--- src/rtl/fpu_round_sched.sv ---
// fpu_round_sched: round-robin sequencer for the shared FPU rounder.
// Grants A/B, decodes the rounding mode, registers and returns the result.
module fpu_round_sched (
    input  logic        clk,
    input  logic        rst_n,
    input  logic        a_valid,
    output logic        a_ready,
    input  logic [39:0] a_data,
    input  logic [2:0]  a_rm,
    input  logic        b_valid,
    output logic        b_ready,
    input  logic [39:0] b_data,
    input  logic [2:0]  b_rm,
    input  logic [2:0]  frm,
    output logic [39:0] rnd_data,
    output logic [4:0]  rnd_mode,
    input  logic [31:0] rnd_res,
    output logic        out_valid,
    input  logic        out_ready,
    output logic [31:0] out_result,
    output logic        out_tag,
    output logic        out_nv_rm
);

    // One-hot strobe positions seen by the rounder.
    localparam logic [4:0] M_RTZ = 5'b00001;
    localparam logic [4:0] M_RNE = 5'b00010;
    localparam logic [4:0] M_RDN = 5'b00100;
    localparam logic [4:0] M_RUP = 5'b01000;
    localparam logic [4:0] M_RMM = 5'b10000;

    typedef enum logic [1:0] {
        IDLE  = 2'd0,
        ROUND = 2'd1,
        RESP  = 2'd2
    } state_t;

    state_t      state_q, state_d;
    logic        last_b_q;
    logic [39:0] rnd_data_q;
    logic [4:0]  rnd_mode_q;
    logic [31:0] out_result_q;
    logic        out_tag_q;
    logic        out_nv_q;

    logic        a_rdy, b_rdy, grant;
    logic [2:0]  sel_rm, eff_rm;
    logic [4:0]  mode_d;
    logic        nv_d;

    // State register.
    always_ff @(posedge clk or negedge rst_n) begin
        if (!rst_n) begin
            state_q <= IDLE;
        end else begin
            state_q <= state_d;
        end
    end

    // Next state and arbitration; A wins ties unless it won last.
    always_comb begin
        state_d = state_q;
        a_rdy   = 1'b0;
        b_rdy   = 1'b0;
        unique case (state_q)
            IDLE: begin
                a_rdy = a_valid & (~b_valid | last_b_q);
                b_rdy = b_valid & (~a_valid | ~last_b_q);
                if (a_rdy | b_rdy) begin
                    state_d = ROUND;
                end
            end
            ROUND: state_d = RESP;
            RESP: begin
                if (out_ready) begin
                    state_d = IDLE;
                end
            end
            default: state_d = IDLE;
        endcase
    end

    // Resolve dynamic mode and map it onto the rounder strobes.
    always_comb begin
        sel_rm = b_rdy ? b_rm : a_rm;
        eff_rm = (sel_rm == 3'b111) ? frm : sel_rm;
        mode_d = M_RNE;
        nv_d   = 1'b0;
        case (eff_rm)
            3'b000:  mode_d = M_RNE;
            3'b001:  mode_d = M_RTZ;
            3'b010:  mode_d = M_RDN;
            3'b011:  mode_d = M_RUP;
            3'b100:  mode_d = M_RMM;
            default: begin
                mode_d = M_RNE;
                nv_d   = 1'b1;
            end
        endcase
    end

    assign grant = a_rdy | b_rdy;

    // Capture request on grant, result at the end of ROUND.
    always_ff @(posedge clk or negedge rst_n) begin
        if (!rst_n) begin
            last_b_q     <= 1'b1;
            rnd_data_q   <= '0;
            rnd_mode_q   <= '0;
            out_tag_q    <= 1'b0;
            out_nv_q     <= 1'b0;
            out_result_q <= '0;
        end else begin
            if (grant) begin
                last_b_q   <= b_rdy;
                rnd_data_q <= b_rdy ? b_data : a_data;
                rnd_mode_q <= mode_d;
                out_tag_q  <= b_rdy;
                out_nv_q   <= nv_d;
            end
            if (state_q == ROUND) begin
                out_result_q <= rnd_res;
            end
        end
    end

    assign a_ready    = a_rdy & rst_n;
    assign b_ready    = b_rdy & rst_n;
    assign out_valid  = (state_q == RESP);
    assign rnd_data   = rnd_data_q;
    assign rnd_mode   = rnd_mode_q;
    assign out_result = out_result_q;
    assign out_tag    = out_tag_q;
    assign out_nv_rm  = out_nv_q;

endmodule

--- config.mk ---
export PLATFORM = sky130hd
export DESIGN_NAME = fpu_round_sched
export DESIGN_NICKNAME = d
export VERILOG_FILES = /design/src/rtl/fpu_round_sched.sv
export SDC_FILE = /design/constraint.sdc
export NUM_CORES = 1
export LEC_CHECK = 0
export CAP_MARGIN = 20
export CORE_MARGIN = 1
export CORE_UTILIZATION = 38
export DETAILED_ROUTE_END_ITERATION = 8
export PLACE_DENSITY = 0.8
export SLEW_MARGIN = 20
export SYNTH_ARGS = -nofsm -noshare
export SYNTH_HDL_FRONTEND = slang
export SYNTH_SLANG_ARGS = --single-unit
--- constraint.sdc ---
create_clock -name clk -period 1.8 [get_ports clk]
set_input_delay 0.27 -clock clk [delete_from_list [all_inputs] [get_ports clk]]
set_output_delay 0.27 -clock clk [all_outputs]
set_load 0.1 [all_outputs]
# Word-level counts from Yosys, hierarchy flattened
# Index checks and enable logic that the tools add are counted.
dict set report totals {
  regBits 82
  in_bits 126
  out_inout_bits 82
  wordCells 41
}
dict set report op_classes {
  eq_ne 9
  n_mux 10
  bitwise_logic 11
  reduce_logical 4
}
# operator n
set ops {}
lappend ops {{40-bit two-way mux} 1}
lappend ops {{5-bit one-hot mux with 4 select lines} 1}
lappend ops {{3-bit by 2-bit == test with 1-bit output, second input constant} 2}
lappend ops {{3-bit == test, second input constant} 2}
lappend ops {{3-bit two-way mux} 2}
lappend ops {{2-bit one-hot mux with 3 select lines} 1}
lappend ops {{5-bit OR reduction} 1}
lappend ops {{1-bit bitwise AND} 4}
lappend ops {{2-bit two-way mux} 2}
lappend ops {{1-bit OR} 4}
lappend ops {{3-bit by 1-bit == test with 1-bit output, second input constant} 1}
lappend ops {{3-bit zero test} 1}
lappend ops {{1-bit two-way mux} 3}
lappend ops {{1-bit NOT} 3}
lappend ops {{2-bit by 1-bit == test with 1-bit output, second input constant} 1}
lappend ops {{2-bit == test, second input constant} 1}
lappend ops {{2-bit zero test} 1}
lappend ops {{2-bit by 1-bit != test with 1-bit output, second input constant} 1}
lappend ops {{2-bit != test, second input constant} 1}
lappend ops {{2-bit AND reduction} 1}

# Logic depth before layout (Yosys ltp)
dict set report logic_depth {
  word_depth 10
  mapped_depth 6
  mapped_depth_nobuf 5
}

# Least setup slack after synthesis
# No wires, ideal clock.
dict set report synth_path {
  kind {reg2out}
  start {register state_q[0]}
  end {output b_ready}
  arrival_ns 2.289
  t_required_ns 1.530
  slack_ns -0.759
  stages_incl_launch_ff 6
  cell_sequence {dfrtp_1 nor2_4 nand3_2 buf_6 buf_2 nor2_1}
}
dict set report synth_between {
  elab_chain_len 3
}
# item line
set synth_lines {}
lappend synth_lines {{from (decl)} 38} ;# state_t state_q, state_d;
lappend synth_lines {{from (signal assigned)} 56} ;# state_q <= state_d;
lappend synth_lines {{2-bit zero test} 65} ;# unique case (state_q)
lappend synth_lines {{1-bit two-way mux} 65}
lappend synth_lines {{1-bit bitwise AND} 128} ;# assign b_ready = b_rdy & rst_n;
lappend synth_lines {{to (decl)} 11} ;# output logic b_ready,
# No other way between the ends.

# Worst setup path in the final report
dict set report layout_path {
  start {register state_q[1]}
  end {output a_ready}
}
dict set report layout_between {
  elab_chain_len 3
}
# item line
set layout_lines {}
lappend layout_lines {{2-bit zero test} 65}
lappend layout_lines {{1-bit two-way mux} 65}
lappend layout_lines {{1-bit bitwise AND} 127} ;# assign a_ready = a_rdy & rst_n;
lappend layout_lines {{to (decl)} 7} ;# output logic a_ready,
# No other way between the ends.

==> results.sh <==
export IMPL_status="complete, no violations"
export IMPL_first_pass_iters=6
export IMPL_wl_mm=9.95
export IMPL_synthTopCellsByArea="dfrtp_1 56%, mux2i_1 12%, mux2_2 11%"
export IMPL_cts_root_buf="clkbuf_8"
export IMPL_io_pins=208
export IMPL_synth_xor_area_share_pct=0
export IMPL_viasPerCell=4.85
export IMPL_hold_viol_final=0
export IMPL_maxCapViolations=0
export IMPL_nets=656
export IMPL_die_width_um=99.2
export IMPL_grt_setup_unrepaired="true"
export IMPL_synth_cell_types=28
export IMPL_critPathSlowestCell="dfrtp_1"
export IMPL_yosysWarnings=0
export IMPL_synth_most_common_cell="dfrtp_1"
export IMPL_start_kind="flip-flop"
export IMPL_reg2reg_depth=6
export IMPL_yosys_area_share_simple_pct=7.42
export IMPL_hpwlAfterDp_mm=7.72
export IMPL_cts_buffers=9
export IMPL_yosys_area_top_type="dfrtp_1"
export IMPL_synth_commonest_cells="81 x dfrtp_1, 51 x nand2_1, 46 x o21ai_0, 42 x mux2i_1, 34 x mux2_2"
export IMPL_grt_pass1_wl_mm=15.4
export IMPL_cts_buffer_depth=2
export IMPL_drcViolationCount=0
export IMPL_ys_seq_area_share_pct=57.2
export IMPL_muxShareOfSynthArea_pct=23.4
export IMPL_rr_startpoint="last_b_q"
export IMPL_grt_pass1_vias=3132
export IMPL_via_count=3135
export IMPL_coreArea_um2=9200
export IMPL_critPathKind="reg -> out"
export IMPL_tritoncts="built"
export IMPL_synth_fa_ha_area_share_pct=0
export IMPL_crit_required_ns=1.53
export IMPL_synth_top_area_share_pct=56.5
export IMPL_final_core_util_pct=66.8
export IMPL_fmax_mhz=575
export IMPL_rows=35
export IMPL_drtIter0Drc=68
export IMPL_rr_endpoint="rnd_mode[4]"
export IMPL_clock_latency_ns=0.34
export IMPL_overflow=0
export IMPL_start_util_pct=39.0
export IMPL_place_congestion=0.742
export IMPL_tns_ns=0
export IMPL_design_die_area_um2=9840
export IMPL_cts_num_sinks=82
export IMPL_async_reset_ff_share_pct=100
export IMPL_fin_crit_ns=1.74
export IMPL_path_clk_slew_ns=0.10
export IMPL_synth_compound_area_share_pct=9.20
export IMPL_highest_layer="met4"
export IMPL_wl_per_cell_um=15.4
export IMPL_worstMarginPinSlew_ns=0.543
export IMPL_path_cells="nor2_4 > buf_6 > and4_4 > buf_12"
export IMPL_period_share_pct=96.6
export IMPL_io_buffers=207
export IMPL_cp_data_arrival_time_ns=1.47
export IMPL_areaGrowthSynthToFinish_pct=71.2
export IMPL_cp_max_fo=5
export IMPL_num_antenna_cells=0
export IMPL_hold_class="in -> async"
export IMPL_maxSlewHeadroom_pct=63.8
export IMPL_crit_buf_inv=2
export IMPL_drt_met1_wl_mm=4.01
export IMPL_synth_seq_cells=82
export IMPL_wl_met2_mm=5.07
export IMPL_reg2reg_slack_ns=0.09
export IMPL_grt_antenna_before_repair=0
export IMPL_track_usage_pct=20.2
export IMPL_fp_dieH_um=99.2
export IMPL_finalSetupViolations=0
export IMPL_syn_avg_cell_area_um2=11.8
export IMPL_end_kind="output pin"
export IMPL_drive_above_1_share_pct=31.6
export IMPL_drv_slew=0
export IMPL_antenna_left=0
export IMPL_postSynthCellCount=304
export IMPL_synth_top_family_by_area="multiplexers"
export IMPL_syn_nets=430
export IMPL_h_tree_depth=3
export IMPL_slowest_delay_ns=0.43
export IMPL_fin_skew_ns=0.0148
export IMPL_synth_area_um2=3590
export IMPL_wl_met3_um=778
export IMPL_ys_flop_type="dfrtp_1"
export IMPL_synth_edf_count=0
export IMPL_grt_max_degree=53
export IMPL_cp_top_family="flip-flops"
[kinds of logic (layout without fill, tap and decap cells)]
group / Yosys count / after routing
AO/OA/AOI/OAI: 59 / 59
buffers and inverters: 22 / 253
flip-flops: 82 / 82
multiplexers: 78 / 78
AND/OR/NAND/NOR: 63 / 63
[layout make-up]
cell class,instances,area (um^2)
clock inverters,7,77.6
well taps,111,139
repair buffers,233,2260
clock buffers,9,124
multi-input cells,200,1470
flip-flops and latches,82,2050
inverters,4,15.0
fillers,713,3050
[worst reg2reg max path, cell delays in order, from the launching register on]
cell	delay [ns]
dfstp_2	0.57
nand2_1	0.09
nand3_4	0.09
buf_4	0.15
mux2_2	0.38
o21a_1	0.14
a22o_1	0.18
[state kept, by name, summed over array words and instances, names as in the netlist]
name and flops:
rnd_mode 5, state_q 2, out_nv_rm 1, out_tag 1, rnd_data 40, last_b_q 1, out_result 32
[cell usage in the layout (no fill, tap or decap)]
| cell type | n |
|---|---|
| nand2b_1 | 2 |
| o21ai_0 | 46 |
| o41ai_2 | 1 |
| mux2i_2 | 1 |
| nand2_1 | 51 |
| inv_1 | 4 |
| nand2b_4 | 1 |
| mux2i_1 | 42 |
| nor2_4 | 2 |
| buf_4 | 92 |
| mux2_2 | 34 |
| and4_4 | 1 |
| clkbuf_8 | 9 |
| a31oi_1 | 2 |
| nor2_1 | 2 |
| inv_6 | 2 |
| o211ai_1 | 1 |
| o21ai_4 | 1 |
| bufinv_16 | 1 |
| nand3_4 | 1 |
| o21a_1 | 1 |
| clkdlybuf4s50_1 | 124 |
| nand3_1 | 2 |
| clkinvlp_4 | 4 |
| nor3_1 | 1 |
| a22o_1 | 2 |
| a32o_1 | 1 |
| mux2i_4 | 1 |
| dfrtp_1 | 81 |
| o2111ai_1 | 1 |
| a21oi_1 | 3 |
| buf_12 | 16 |
| dfstp_2 | 1 |
| buf_6 | 1 |
[how the worst max path moves through the flow]
stage / start / to / slack (ns) / depth (start not counted)
3_5_place_dp: a_valid / rnd_data[35] / -0.06 / 7
6_report: state_q[1] / a_ready / 0.06 / 4
2_1_floorplan: state_q[0] / b_ready / 0.02 / 5
3_3_place_gp: a_valid / rnd_mode[4] / -0.04 / 6
5_1_grt: state_q[1] / b_ready / -0.007 / 5
4_1_cts: state_q[0] / a_ready / 0.006 / 4
[through the flow]
| stage | setup slack, ns | instances | instance area [um^2] | hold WS [ns] |
|---|---|---|---|---|
| finish | 0.0606 | 646 | 6140 | 0.0494 |
| CTS | 0.00569 | 637 | 6060 | 0.0503 |
| detailed placement | -0.0578 | 619 | 5830 | 0.427 |
| floorplan | 0.0173 | 304 | 3600 | -0.0256 |
| global route | -0.00692 | 646 | 6140 | 0.0875 |
| global placement | -0.0393 | 619 | 5830 | 0.431 |
[layer usage]
metal	track usage [%]	vias up
met5	0	-
met2	36.6	136
met1	22.9	1474
met3	5.76	6
li1	-	1519
met4	6.67	0
[what timing repair did]
action	CTS	global route
pin swaps	1	2
gates resized for setup	3	3
hold buffers	0	0
setup endpoints to repair	2	5
setup buffers	2	9
Power is left out: the tool's default activity adds up to more than one toggle a clock period on the data nets, which glitch-free logic cannot reach.
